$ cat config.mk
export PLATFORM = sky130hd
export DESIGN_NAME = lms_sat_round_pipe
export DESIGN_NICKNAME = d
export VERILOG_FILES = /design/src/rtl/lms_fixed_pkg.sv /design/src/rtl/lms_sat_counter.sv /design/src/rtl/lms_sat_round_pipe.sv
export SDC_FILE = /design/constraint.sdc
export NUM_CORES = 1
export LEC_CHECK = 0
export CORE_MARGIN = 5
export CORE_UTILIZATION = 38
export CTS_CLUSTER_DIAMETER = 150
export DETAILED_ROUTE_END_ITERATION = 7
export PLACE_DENSITY_LB_ADDON = 0.15
export SYNTH_ARGS = -nofsm -noshare
export SYNTH_HDL_FRONTEND = slang
export SYNTH_SLANG_ARGS = --single-unit
$ cat constraint.sdc
create_clock -name clk -period 2.27 [get_ports clk]
set_clock_uncertainty 0.2 [all_clocks]
set_input_delay 0.3405 -clock clk [delete_from_list [all_inputs] [get_ports clk]]
set_output_delay 0.3405 -clock clk [all_outputs]
set_load 0.01 [all_outputs]
$ cat src/rtl/lms_fixed_pkg.sv
// Shared fixed-point constants and helpers for the LMS narrowing datapath.
package lms_fixed_pkg;

    localparam logic ROUND_TRUNC   = 1'b0;
    localparam logic ROUND_HALF_UP = 1'b1;

    typedef enum logic [1:0] {
        SAT_NONE = 2'b00,
        SAT_LO   = 2'b01,
        SAT_HI   = 2'b10
    } sat_e;

    typedef struct packed {
        logic signed [63:0] max_v;
        logic signed [63:0] min_v;
    } sat_lim_t;

    // Output widths up to 63 bits are representable in the 64-bit limit fields.
    function automatic sat_lim_t sat_limits(input int out_w);
        sat_lim_t lim;
        lim.max_v = (64'sd1 <<< (out_w - 1)) - 64'sd1;
        lim.min_v = -(64'sd1 <<< (out_w - 1));
        return lim;
    endfunction

endpackage

$ cat src/rtl/lms_sat_counter.sv
// Saturating event counter; clear has priority over increment.
module lms_sat_counter
    import lms_fixed_pkg::*;
#(
    parameter int CNT_W = 16
) (
    input  logic             clk,
    input  logic             rst,
    input  logic             inc,
    input  logic             clr,
    output logic [CNT_W-1:0] cnt
);

    logic [CNT_W-1:0] cnt_q;
    logic [CNT_W-1:0] cnt_d;

    always_comb begin
        cnt_d = cnt_q;
        if (clr) begin
            cnt_d = '0;
        end else if (inc && (cnt_q != '1)) begin
            cnt_d = cnt_q + 1'b1;
        end
    end

    always_ff @(posedge clk) begin
        if (rst) begin
            cnt_q <= '0;
        end else begin
            cnt_q <= cnt_d;
        end
    end

    assign cnt = cnt_q;

endmodule

$ cat src/rtl/lms_sat_round_pipe.sv
// Two-stage narrowing stage: shift/round into IN_W+1 bits, then signed clamp to OUT_W,
// with valid/ready flow control and saturation statistics.
module lms_sat_round_pipe
    import lms_fixed_pkg::*;
#(
    parameter int IN_W  = 32,
    parameter int OUT_W = 16,
    parameter int SHIFT = 0,
    parameter int CNT_W = 16
) (
    input  logic             clk,
    input  logic             rst,
    input  logic             en,
    input  logic             round_mode,
    input  logic             in_valid,
    output logic             in_ready,
    input  logic [IN_W-1:0]  in_data,
    output logic             out_valid,
    input  logic             out_ready,
    output logic [OUT_W-1:0] out_data,
    output logic [1:0]       out_sat,
    input  logic             clr_stats,
    output logic [CNT_W-1:0] sat_hi_cnt,
    output logic [CNT_W-1:0] sat_lo_cnt,
    output logic             sat_sticky
);

    localparam int                  RND_POS = (SHIFT > 0) ? SHIFT - 1 : 0;
    localparam logic [IN_W:0]       RND_INC = (SHIFT > 0) ? ((IN_W + 1)'(1) << RND_POS) : '0;
    localparam sat_lim_t            LIM     = sat_limits(OUT_W);
    localparam logic signed [IN_W:0] MAX_V  = (IN_W + 1)'(LIM.max_v);
    localparam logic signed [IN_W:0] MIN_V  = (IN_W + 1)'(LIM.min_v);

    logic                    adv;
    logic [IN_W:0]           rnd_sum;
    logic                    s1_valid_q, s1_valid_d;
    logic signed [IN_W:0]    s1_data_q, s1_data_d;
    logic                    out_valid_q, out_valid_d;
    logic [OUT_W-1:0]        out_data_q, out_data_d;
    sat_e                    out_sat_q, out_sat_d;
    logic                    sticky_q, sticky_d;
    logic                    out_xfer;
    logic                    hi_evt;
    logic                    lo_evt;

    assign adv      = en && (!out_valid_q || out_ready);
    assign in_ready = adv;

    // The extra top bit keeps the rounding increment from wrapping at full scale.
    always_comb begin
        rnd_sum = {in_data[IN_W-1], in_data};
        if (round_mode == ROUND_HALF_UP) begin
            rnd_sum = rnd_sum + RND_INC;
        end
        s1_valid_d = s1_valid_q;
        s1_data_d  = s1_data_q;
        if (adv) begin
            s1_valid_d = in_valid;
            if (in_valid) begin
                s1_data_d = $signed(rnd_sum) >>> SHIFT;
            end
        end
    end

    always_comb begin
        out_valid_d = out_valid_q;
        out_data_d  = out_data_q;
        out_sat_d   = out_sat_q;
        if (adv) begin
            out_valid_d = s1_valid_q;
            if (s1_valid_q) begin
                if (s1_data_q > MAX_V) begin
                    out_data_d = MAX_V[OUT_W-1:0];
                    out_sat_d  = SAT_HI;
                end else if (s1_data_q < MIN_V) begin
                    out_data_d = MIN_V[OUT_W-1:0];
                    out_sat_d  = SAT_LO;
                end else begin
                    out_data_d = s1_data_q[OUT_W-1:0];
                    out_sat_d  = SAT_NONE;
                end
            end
        end
    end

    assign out_xfer = out_valid_q && adv;
    assign hi_evt   = out_xfer && (out_sat_q == SAT_HI);
    assign lo_evt   = out_xfer && (out_sat_q == SAT_LO);

    always_comb begin
        sticky_d = sticky_q;
        if (clr_stats) begin
            sticky_d = 1'b0;
        end else if (hi_evt || lo_evt) begin
            sticky_d = 1'b1;
        end
    end

    always_ff @(posedge clk) begin
        if (rst) begin
            s1_valid_q  <= 1'b0;
            s1_data_q   <= '0;
            out_valid_q <= 1'b0;
            out_data_q  <= '0;
            out_sat_q   <= SAT_NONE;
            sticky_q    <= 1'b0;
        end else begin
            s1_valid_q  <= s1_valid_d;
            s1_data_q   <= s1_data_d;
            out_valid_q <= out_valid_d;
            out_data_q  <= out_data_d;
            out_sat_q   <= out_sat_d;
            sticky_q    <= sticky_d;
        end
    end

    lms_sat_counter #(.CNT_W(CNT_W)) u_hi_cnt (
        .clk (clk),
        .rst (rst),
        .inc (hi_evt),
        .clr (clr_stats),
        .cnt (sat_hi_cnt)
    );

    lms_sat_counter #(.CNT_W(CNT_W)) u_lo_cnt (
        .clk (clk),
        .rst (rst),
        .inc (lo_evt),
        .clr (clr_stats),
        .cnt (sat_lo_cnt)
    );

    assign out_valid  = out_valid_q;
    assign out_data   = out_data_q;
    assign out_sat    = out_sat_q;
    assign sat_sticky = sticky_q;

endmodule

-- Yosys cells after proc, flatten, opt, wreduce, memory -nomap -nowiden
Cells that the tools add are included.
- register bits: 85
- logic and storage cells: 32
- add/subtract/negate cells: 2
- $lt $le $gt $ge: 2
- equal/unequal tests: 4
- muxes and demuxes: 4
- reduce and logical (&&, ||, !) cells: 12
- operator list (operator ; number):
    $add 16x1->16 const B ; 2
    $gt 32x16->1 const B ; 1
    $lt 32x16->1 const B ; 1
    $mux 16 ; 2
    $ne 16x16->1 const B ; 2
    $logic_and 1x1->1 ; 6
    $reduce_and 2->1 ; 2
    $eq 2x1->1 const B ; 1
    $eq 2x2->1 const B ; 1
    $logic_or 1x1->1 ; 2
    $mux 2 ; 1
    $reduce_or 2->1 ; 1
    $logic_not 1->1 ; 1
    $mux 1 ; 1

-- Longest topological paths before layout
Gate-level depths: netlist (run 1).
- depth after elaboration: 6
- gate-level depth with buffers: 6
- gate-level depth less buffers: 5

-- Cells and area by module
Synthesis (run 1) repeated with hierarchy kept, for this count alone.
- cells, all modules: 451
- area, all modules: 3912.5 um^2
- modules (own cells, without submodules) (module ; times used ; cells each ; area an instance (um^2)):
    lms_sat_round_pipe ; 1 ; 247 ; 2078.2
    lms_sat_counter ; 2 ; 102 ; 917.1

-- Worst setup path after synthesis (run 1)
Ideal clock, no wire load.
- path type: register to register
- start point: register u_hi_cnt.cnt_q[0], in the netlist u_hi_cnt.cnt[0]
- end point: register u_hi_cnt.cnt_q[7], in the netlist u_hi_cnt.cnt[7]
- arrival: 1683 ps
- data required time: 2000 ps
- setup slack: 317 ps
- stages on the path, launching flop included: 7
- buffers on the path: 1
- period minus slack after synthesis: 1953 ps
- cells stage by stage: dfxtp_1 -> ha_1 -> and3_1 -> and4_1 -> buf_2 -> or4_1 -> a21oi_1
- cells in the longest elaborated chain, start to end: 2
- elaborated cells on any way between the ends: 3
- those cells by class: add/sub: 1; eq/ne: 1; reduce/logical: 1
- RTL lines (item ; line ; RTL):
    start: declaration ; lms_sat_counter.sv:14 ; logic [CNT_W-1:0] cnt_q;
    start signal: assignment ; lms_sat_counter.sv:30 ; cnt_q <= cnt_d;
    parallel branches: the longest is 2 deep, another holds $add 16x1->16 ; n/a ;
Parallel ways; which one is timed is not known.
A chain may end at the register's enable or synchronous reset.

-- Worst setup path in the final report (run 1)
- start point: input en
- end point: output in_ready
- cells in the longest elaborated chain, start to end: 1
- RTL lines (item ; line ; RTL):
    start: declaration ; lms_sat_round_pipe.sv:13 ; input logic en,
    $logic_and 1x1->1 ; lms_sat_round_pipe.sv:46 ; assign adv = en && (!out_valid_q || out_ready);
    end: declaration ; lms_sat_round_pipe.sv:16 ; output logic in_ready,
No other way between the ends.

==> metrics.csv, run 1 <==
stage;metric;value;unit
setup_path;endpoint_kind;primary output;
grt;grt_first_pass_wirelength;16.60;mm
pwr;static-leakage-power;1.675;nW
cts;tritoncts;yes;
setup_path;r2r_setup_slack;160;ps
timing;final_number_of_max_transition_violations;0;
grt;grt_start_max_net_pins;53;
grt;number_of_antenna_violations_at_the_first_check_in_global_routing;0;
pwr;power_density_over_cell_area;571.3;nW/µm²
drt;wl_met2;4.948;mm
final_layout;area_growth;35.07;%
final_layout;nNetsFinal;579;
drt;detail_route.first_pass.iterations;4;
logic_synthesis;synth_top_area_cell;dfxtp_1;
pwr;design_power_total;0.002910;W
drt;met1_length;4.159;mm
setup_path;timing.setup.critical_path_class;in2out;
logic_synthesis;async_reset_ff_frac;0;
cts;htreeDepth;3;
logic_synthesis;synth_largest_type_area_fraction;0.4512;
logic_synthesis;synth_cell_types;39;
cts;cts.path.max_buffers;2;
logic_synthesis;netlist_instances;441;
status;outcome;finished, final reports clean;
grt;grt_use_total;0.1697;
placed_design;total_half_perimeter_wirelength_after_legalization_and_detailed_placement;6.910;mm
min_path;min_delay_path_depth;3;
logic_synthesis;synthTopCellsByArea;dfxtp_1 45%, nand2_1 9.1%, a21oi_1 8.1%;
final_layout;antennaDiodeCount;0;
cts;cts-buffers-inserted;9;
timing;timing.final.crit_period;2181;ps
cts;postCtsHoldBufs;0;
drt;post-route-drc-count;0;
final_layout;layout-drive-gt1-share;0.1031;
die;ios;92;
logic_synthesis;yosys-top-cells-count;91 x nand2_1, 85 x dfxtp_1, 61 x a21oi_1;
drt;detail_route.iter0.violations;131;
min_path;whs_endpoint;u_lo_cnt.cnt[14];
logic_synthesis;synth_flop_cell;dfxtp_1;
logic_synthesis;yosysSeqAreaShare;0.4512;
timing;grt_setup_unrepaired;no;
grt;grt_pass1_vias;3594;
timing;final_hold_viol_count;0;
die;die_y;109.6;µm
drt;vias;3577;
drt;route.met3.wl;412;µm
die;initial_util;0.3876;
logic_synthesis;ys_ff_latch;85;
setup_path;cp.required;1730;ps
logic_synthesis;synth.most_common_cell;nand2_1;
job;max_cap_viol_count;0;
min_path;timing.hold.worst.class;in2reg;
die;die_area;12020;µm²
cts;worst_setup_hold_path_clk_slew;90;ps
logic_synthesis;yosys_warnings;0;
logic_synthesis;syn_nets;482;
final_layout;postLayoutCellArea;5094;µm²
cts;tritoncts_num_sinks;85;
logic_synthesis;avgSynthCellArea;8.551;µm²
cts;root_buffer;clkbuf_8;
die;chipWidth;109.6;µm
logic_synthesis;syn_area;3771;µm²
setup_path;rr_endpoint;u_hi_cnt.cnt[5];
setup_path;critPathArrivalTime;1640;ps
drt;avgViaCountPerCell;5.291;
cts;insertion_delay_of_the_later_clocked_pin_in_the_worst_skew_pair;350;ps
placed_design;dpl-instance-area;4896;µm²
min_path;timing.hold.worst.start;rst;
final_layout;final_core_util;0.5235;
drt;detail-route-antenna-nets;0;
drt;finalWirelength;9.600;mm
timing;post-route-period-util;0.9607;
setup_path;crit-reg2reg-launch;u_hi_cnt.cnt[1];
drt;route.detailed.wl_per_inst;14.20;µm
logic_synthesis;synth_enable_flop_cells;0;
final_layout;layout.filler_cells;972;
timing;report.final.setup_viol;0;
setup_path;timing.critical_path.fanout_max;4;
placed_design;gpl.final_weighted_congestion;0.8129;
timing;relative_slew_slack;0.6161;
pwr;vdd.ir_drop.worst;0.3130;mV
die;core_region_area;9729;µm²
timing;worst-slew-pin-transition;575.8;ps
setup_path;critical_path.startpoint_type;primary input;
grt;globalRoute.totalOverflow;0;
setup_path;worst-r2r-cell-count;5;
drt;top_layer;met4;
die;rows;36;
timing;achievable-frequency;458.5;MHz
placed_design;port_buffers;90;
-- layer usage --
metal  vias up  global-route usage
li1       1836                   -
met1      1671              0.2016
met2        63              0.3012
met3         7             0.04169
met4         0             0.05076
met5         -                   0
-- cells by family after synthesis --
kind of cell               share of synthesized area
DFF                                           0.4512
AOI/OAI and AO/OA                             0.2256
and+or+nand+nor                               0.2644
adders and majority gates                   0.006635
buffers and inverters                        0.05209
-- sequential cells by signal, indices dropped and copies added (netlist names) --
signal and flops:
out_data 16, out_sat 2, out_valid 1, s1_data_q 32, s1_valid_q 1, sat_sticky 1, u_hi_cnt.cnt 16, u_lo_cnt.cnt 16
-- through the flow --
step | hold slack [ps] | std cells | setup slack (ps) | setup TNS, ps
final | 93.96 | 676 | 89.10 | 0
after global routing | 91.81 | 676 | 34.41 | 0
after CTS | 74.45 | 676 | 48.32 | 0
after detailed placement | 247.5 | 660 | -52.50 | -193.8
after global placement | 242.8 | 660 | 19.39 | 0
after floorplan | 236.6 | 441 | 316.5 | 0
-- power breakdown --
group	internal, W	total [W]	switching, W
Clock	0.000517	0.00108	0.000567
Combinational	0.000142	0.000268	0.000126
Sequential	0.00153	0.00156	0.0000261
Total	0.00219	0.00291	0.000719
-- repair_timing --
item                                    in CTS  in global routing
endpoints found under the setup margin       0                  1
gates resized for setup                      0                  1
buffers inserted                             0                  0
-- worst max path at each step --
stage,from,to,depth (start not counted)
floorplan,u_hi_cnt.cnt[0],u_hi_cnt.cnt[7],6
global route,en,in_ready,5
global placement,en,u_lo_cnt.cnt[10],6
detailed placement,en,u_hi_cnt.cnt[11],6
finish,en,in_ready,5
CTS,out_ready,in_ready,5
-- placed cells by master, fill, tap and decap left out, types with 6 or more instances in the layout --
cell	n
and4_1	8
nand3_1	13
or4_1	18
a21oi_1	61
dfxtp_1	85
clkdlybuf4s50_1	89
inv_1	19
o21ai_0	6
nor3_1	6
buf_4	17
a221oi_2	9
a221oi_1	7
nor4_1	6
clkbuf_8	9
nand2_1	91
or3_1	7
nand4_1	16
nor2_1	8
o31ai_1	19
-- worst max-delay path, stage by stage --
cell and delay, ps:
clkdlybuf4s50_1 500, buf_4 140, o21ai_1 70, inv_1 70
clkdlybuf4s50_1 530
-- layout make-up --
| cell class | count | area [µm²] | area share |
|---|---|---|---|
| inverter | 19 | 71.32 | 0.01400 |
| multi-input combinational | 313 | 1873 | 0.3677 |
| tap | 133 | 166.4 | 0.03267 |
| timing repair buffer | 110 | 1084 | 0.2127 |
| clock buffer | 10 | 127.6 | 0.02506 |
| clock inverter | 6 | 70.07 | 0.01376 |
| sequential | 85 | 1702 | 0.3341 |
Power figures use the tool's default switching activity.
==> inputs of run 2 (changes only) <==
--- a/config.mk
+++ b/config.mk
@@ -10,6 +10,8 @@
 export CTS_CLUSTER_DIAMETER = 150
 export DETAILED_ROUTE_END_ITERATION = 7
 export PLACE_DENSITY_LB_ADDON = 0.15
+export SLEW_MARGIN = 40
 export SYNTH_ARGS = -nofsm -noshare
 export SYNTH_HDL_FRONTEND = slang
 export SYNTH_SLANG_ARGS = --single-unit
+export TNS_END_PERCENT = 50
==> results of run 2 <==
Same layout as run 1: the final DEF is identical, and so are final timing and power.
==> inputs of run 3 (changes only) <==
--- a/config.mk
+++ b/config.mk
@@ -5,10 +5,10 @@
 export SDC_FILE = /design/constraint.sdc
 export NUM_CORES = 1
 export LEC_CHECK = 0
-export CORE_MARGIN = 5
 export CORE_UTILIZATION = 38
 export CTS_CLUSTER_DIAMETER = 150
 export DETAILED_ROUTE_END_ITERATION = 7
+export HOLD_SLACK_MARGIN = 0.02
 export PLACE_DENSITY_LB_ADDON = 0.15
 export SLEW_MARGIN = 40
 export SYNTH_ARGS = -nofsm -noshare
==> run 3 against run 2 <==
Cell area increased by 0.79%. Critical path depth stayed put. Final cell count fell by 0.74%. Sequential power is essentially flat. Worst setup slack improved by 31 ps. Largest cell class unchanged. Largest power group unchanged. Count of clock-buffer cells in the layout decreased by 1. Utilization up 2.2 points. Non-clock buffer count fell by 1. Total power is 8.4% higher.
==> metrics.csv, run 3 (synthesized netlist as in run 1, its figures left out) <==
stage;metric;value;unit
setup_path;cp.required;1730;ps
timing;relative_slew_slack;0.6096;
pwr;power_density_over_cell_area;614.5;nW/µm²
grt;grt_pass1_vias;3328;
die;die_area;10330;µm²
setup_path;timing.critical_path.fanout_max;4;
placed_design;placed_cells_incl_taps;655;
min_path;timing.hold.worst.start;rst;
setup_path;r2r_setup_slack;160;ps
die;chipWidth;101.6;µm
job;max_cap_viol_count;0;
timing;timing.final.crit_period;2150;ps
final_layout;max_reg_flops;32;
drt;detail_route.first_pass.iterations;4;
drt;finalWirelength;9.408;mm
grt;grt_start_max_net_pins;53;
cts;postCtsHoldBufs;0;
timing;grt_setup_unrepaired;no;
drt;avgViaCountPerCell;5.441;
min_path;timing.hold.worst.class;in2reg;
final_layout;final_core_util;0.5452;
die;ios;92;
timing;fin_tns_setup;0;ps
cts;root_buffer;clkbuf_8;
cts;cts.path.max_buffers;2;
final_layout;multi_input_area;1873;µm²
drt;post-route-drc-count;0;
grt;grt_use_total;0.1926;
pwr;comb_power_share;0.084;
cts;tritoncts_num_sinks;85;
placed_design;gpl.final_weighted_congestion;0.7607;
die;die_y;101.6;µm
cts;cts.repair.resized;0;
final_layout;layoutNonFillerInstCount;671;
cts;insertion_delay_of_the_later_clocked_pin_in_the_worst_skew_pair;360;ps
timing;worst-slew-pin-transition;585.6;ps
cts;cts-buffers-inserted;9;
die;initial_util;0.4005;
pwr;clock_share_of_power;0.422;
timing;final_hold_viol_count;0;
placed_design;dpl-instance-area;4883;µm²
setup_path;cp_cell_sequence;clkdlybuf4s50_1 -> buf_4 -> o21ai_1 -> inv_1 -> clkdlybuf4s50_1;
final_layout;area_growth;36.13;%
timing;report.final.setup_viol;0;
placed_design;port_buffers;90;
timing;achievable-frequency;465.1;MHz
status;outcome;finished, final reports clean;
final_layout;layout.filler_cells;885;
setup_path;critical-path-top-cell-by-count;clkdlybuf4s50_1;
setup_path;critPathArrivalTime;1610;ps
setup_path;timing.setup.critical_path_class;in2out;
grt;number_of_antenna_violations_at_the_first_check_in_global_routing;0;
grt;globalRoute.totalOverflow;0;
cts;htreeDepth;3;
cts;worst_setup_hold_path_clk_slew;80;ps
drt;detail_route.iter0.violations;114;
pwr;static-leakage-power;1.706;nW
final_layout;max_flop_register;s1_data_q;
cts;tritoncts;yes;
die;rows;35;
setup_path;max_stage_delay;470;ps
drt;vias;3651;
setup_path;cpMaxStageDelayCell;clkdlybuf4s50_1;
setup_path;crit-reg2reg-launch;u_hi_cnt.cnt[1];
final_layout;layout_commonest_cell;nand2_1;
pwr;switching_power;0.0007364;W
final_layout;final_cell_mix;91 x nand2_1, 89 x clkdlybuf4s50_1, 85 x dfxtp_1;
timing;final_number_of_max_transition_violations;0;
drt;detail-route-antenna-nets;0;
pwr;vdd.ir_drop.worst;0.3249;mV
setup_path;timing.critical_path.from;out_ready;
final_layout;postLayoutCellArea;5134;µm²
cts;postCtsSetupBuffers;0;
pwr;swShare;0.2334;
setup_path;critical_path.startpoint_type;primary input;
final_layout;nNetsFinal;578;
drt;route.detailed.wl_per_inst;14.02;µm
pwr;p_int;0.002418;W
timing;post-route-period-util;0.9472;
final_layout;ff_latch_area;1702;µm²
grt;grt_first_pass_wirelength;15.72;mm
die;core_region_area;9415;µm²
final_layout;layout-drive-gt1-share;0.1033;
placed_design;total_half_perimeter_wirelength_after_legalization_and_detailed_placement;6.572;mm
setup_path;endpoint_kind;primary output;
pwr;p_seq_frac;0.494;
final_layout;antennaDiodeCount;0;
==> run 3: cell count changes in the layout (fill, tap and decap cells not counted) <==
| cell | before | now |
|---|---|---|
| bufinv_16 | 1 | 3 |
| clkinvlp_4 | 3 | 1 |
| buf_4 | 17 | 16 |
| clkbuf_1 | 1 | 0 |
| inv_8 | 0 | 1 |
==> run 3: critical path: cells and delay by family <==
kind                   cells  cell delay (ps)
AO/OA/AOI/OAI              1              170
buffers and inverters      4             1100
==> run 3: path summary, 6_finish.rpt <==
path | end | cells after the start
worst max-delay path | in_ready | 5
worst min-delay path | u_lo_cnt.cnt[9] | 3
worst max register to register | u_hi_cnt.cnt[5] | 5
worst min register to register | s1_data_q[1] | 2
==> run 3: through the flow <==
| step | hold slack (ps) | setup slack, ps | total power [W] |
|---|---|---|---|
| after global placement | 242.4 | -14.31 | 0.001855 |
| final | 123.4 | 119.8 | 0.003155 |
| after CTS | 103.6 | 49.46 | 0.003200 |
| after global routing | 136.5 | 63.14 | 0.003301 |
| after detailed placement | 246.9 | -25.73 | 0.001860 |
| after floorplan | 236.6 | 316.5 | 0.001716 |
==> run 3: layout make-up <==
cell class,count,area share
multi-input combinational,313,0.3649
sequential,85,0.3315
timing repair buffer,109,0.2096
tap,129,0.03144
clock inverter,7,0.02462
clock buffer,9,0.02413
inverter,19,0.01389
==> run 3: metal layers <==
layer	GRT usage	vias to the layer above	routed length, µm
met5	0	-	0
li1	-	1839	-
met2	0.3233	98	4561
met1	0.2321	1710	4138
met4	0.05240	0	74
met3	0.06970	4	635
==> run 3: power by group through the flow <==
stage | registers, W | clock network, W | logic, W
floorplan | 0.00159 | 0 | 0.000122
global placement | 0.00159 | 0 | 0.000264
detailed placement | 0.00159 | 0 | 0.000268
CTS | 0.00156 | 0.00137 | 0.000269
global route | 0.00156 | 0.00144 | 0.000292
finish | 0.00156 | 0.00133 | 0.000265
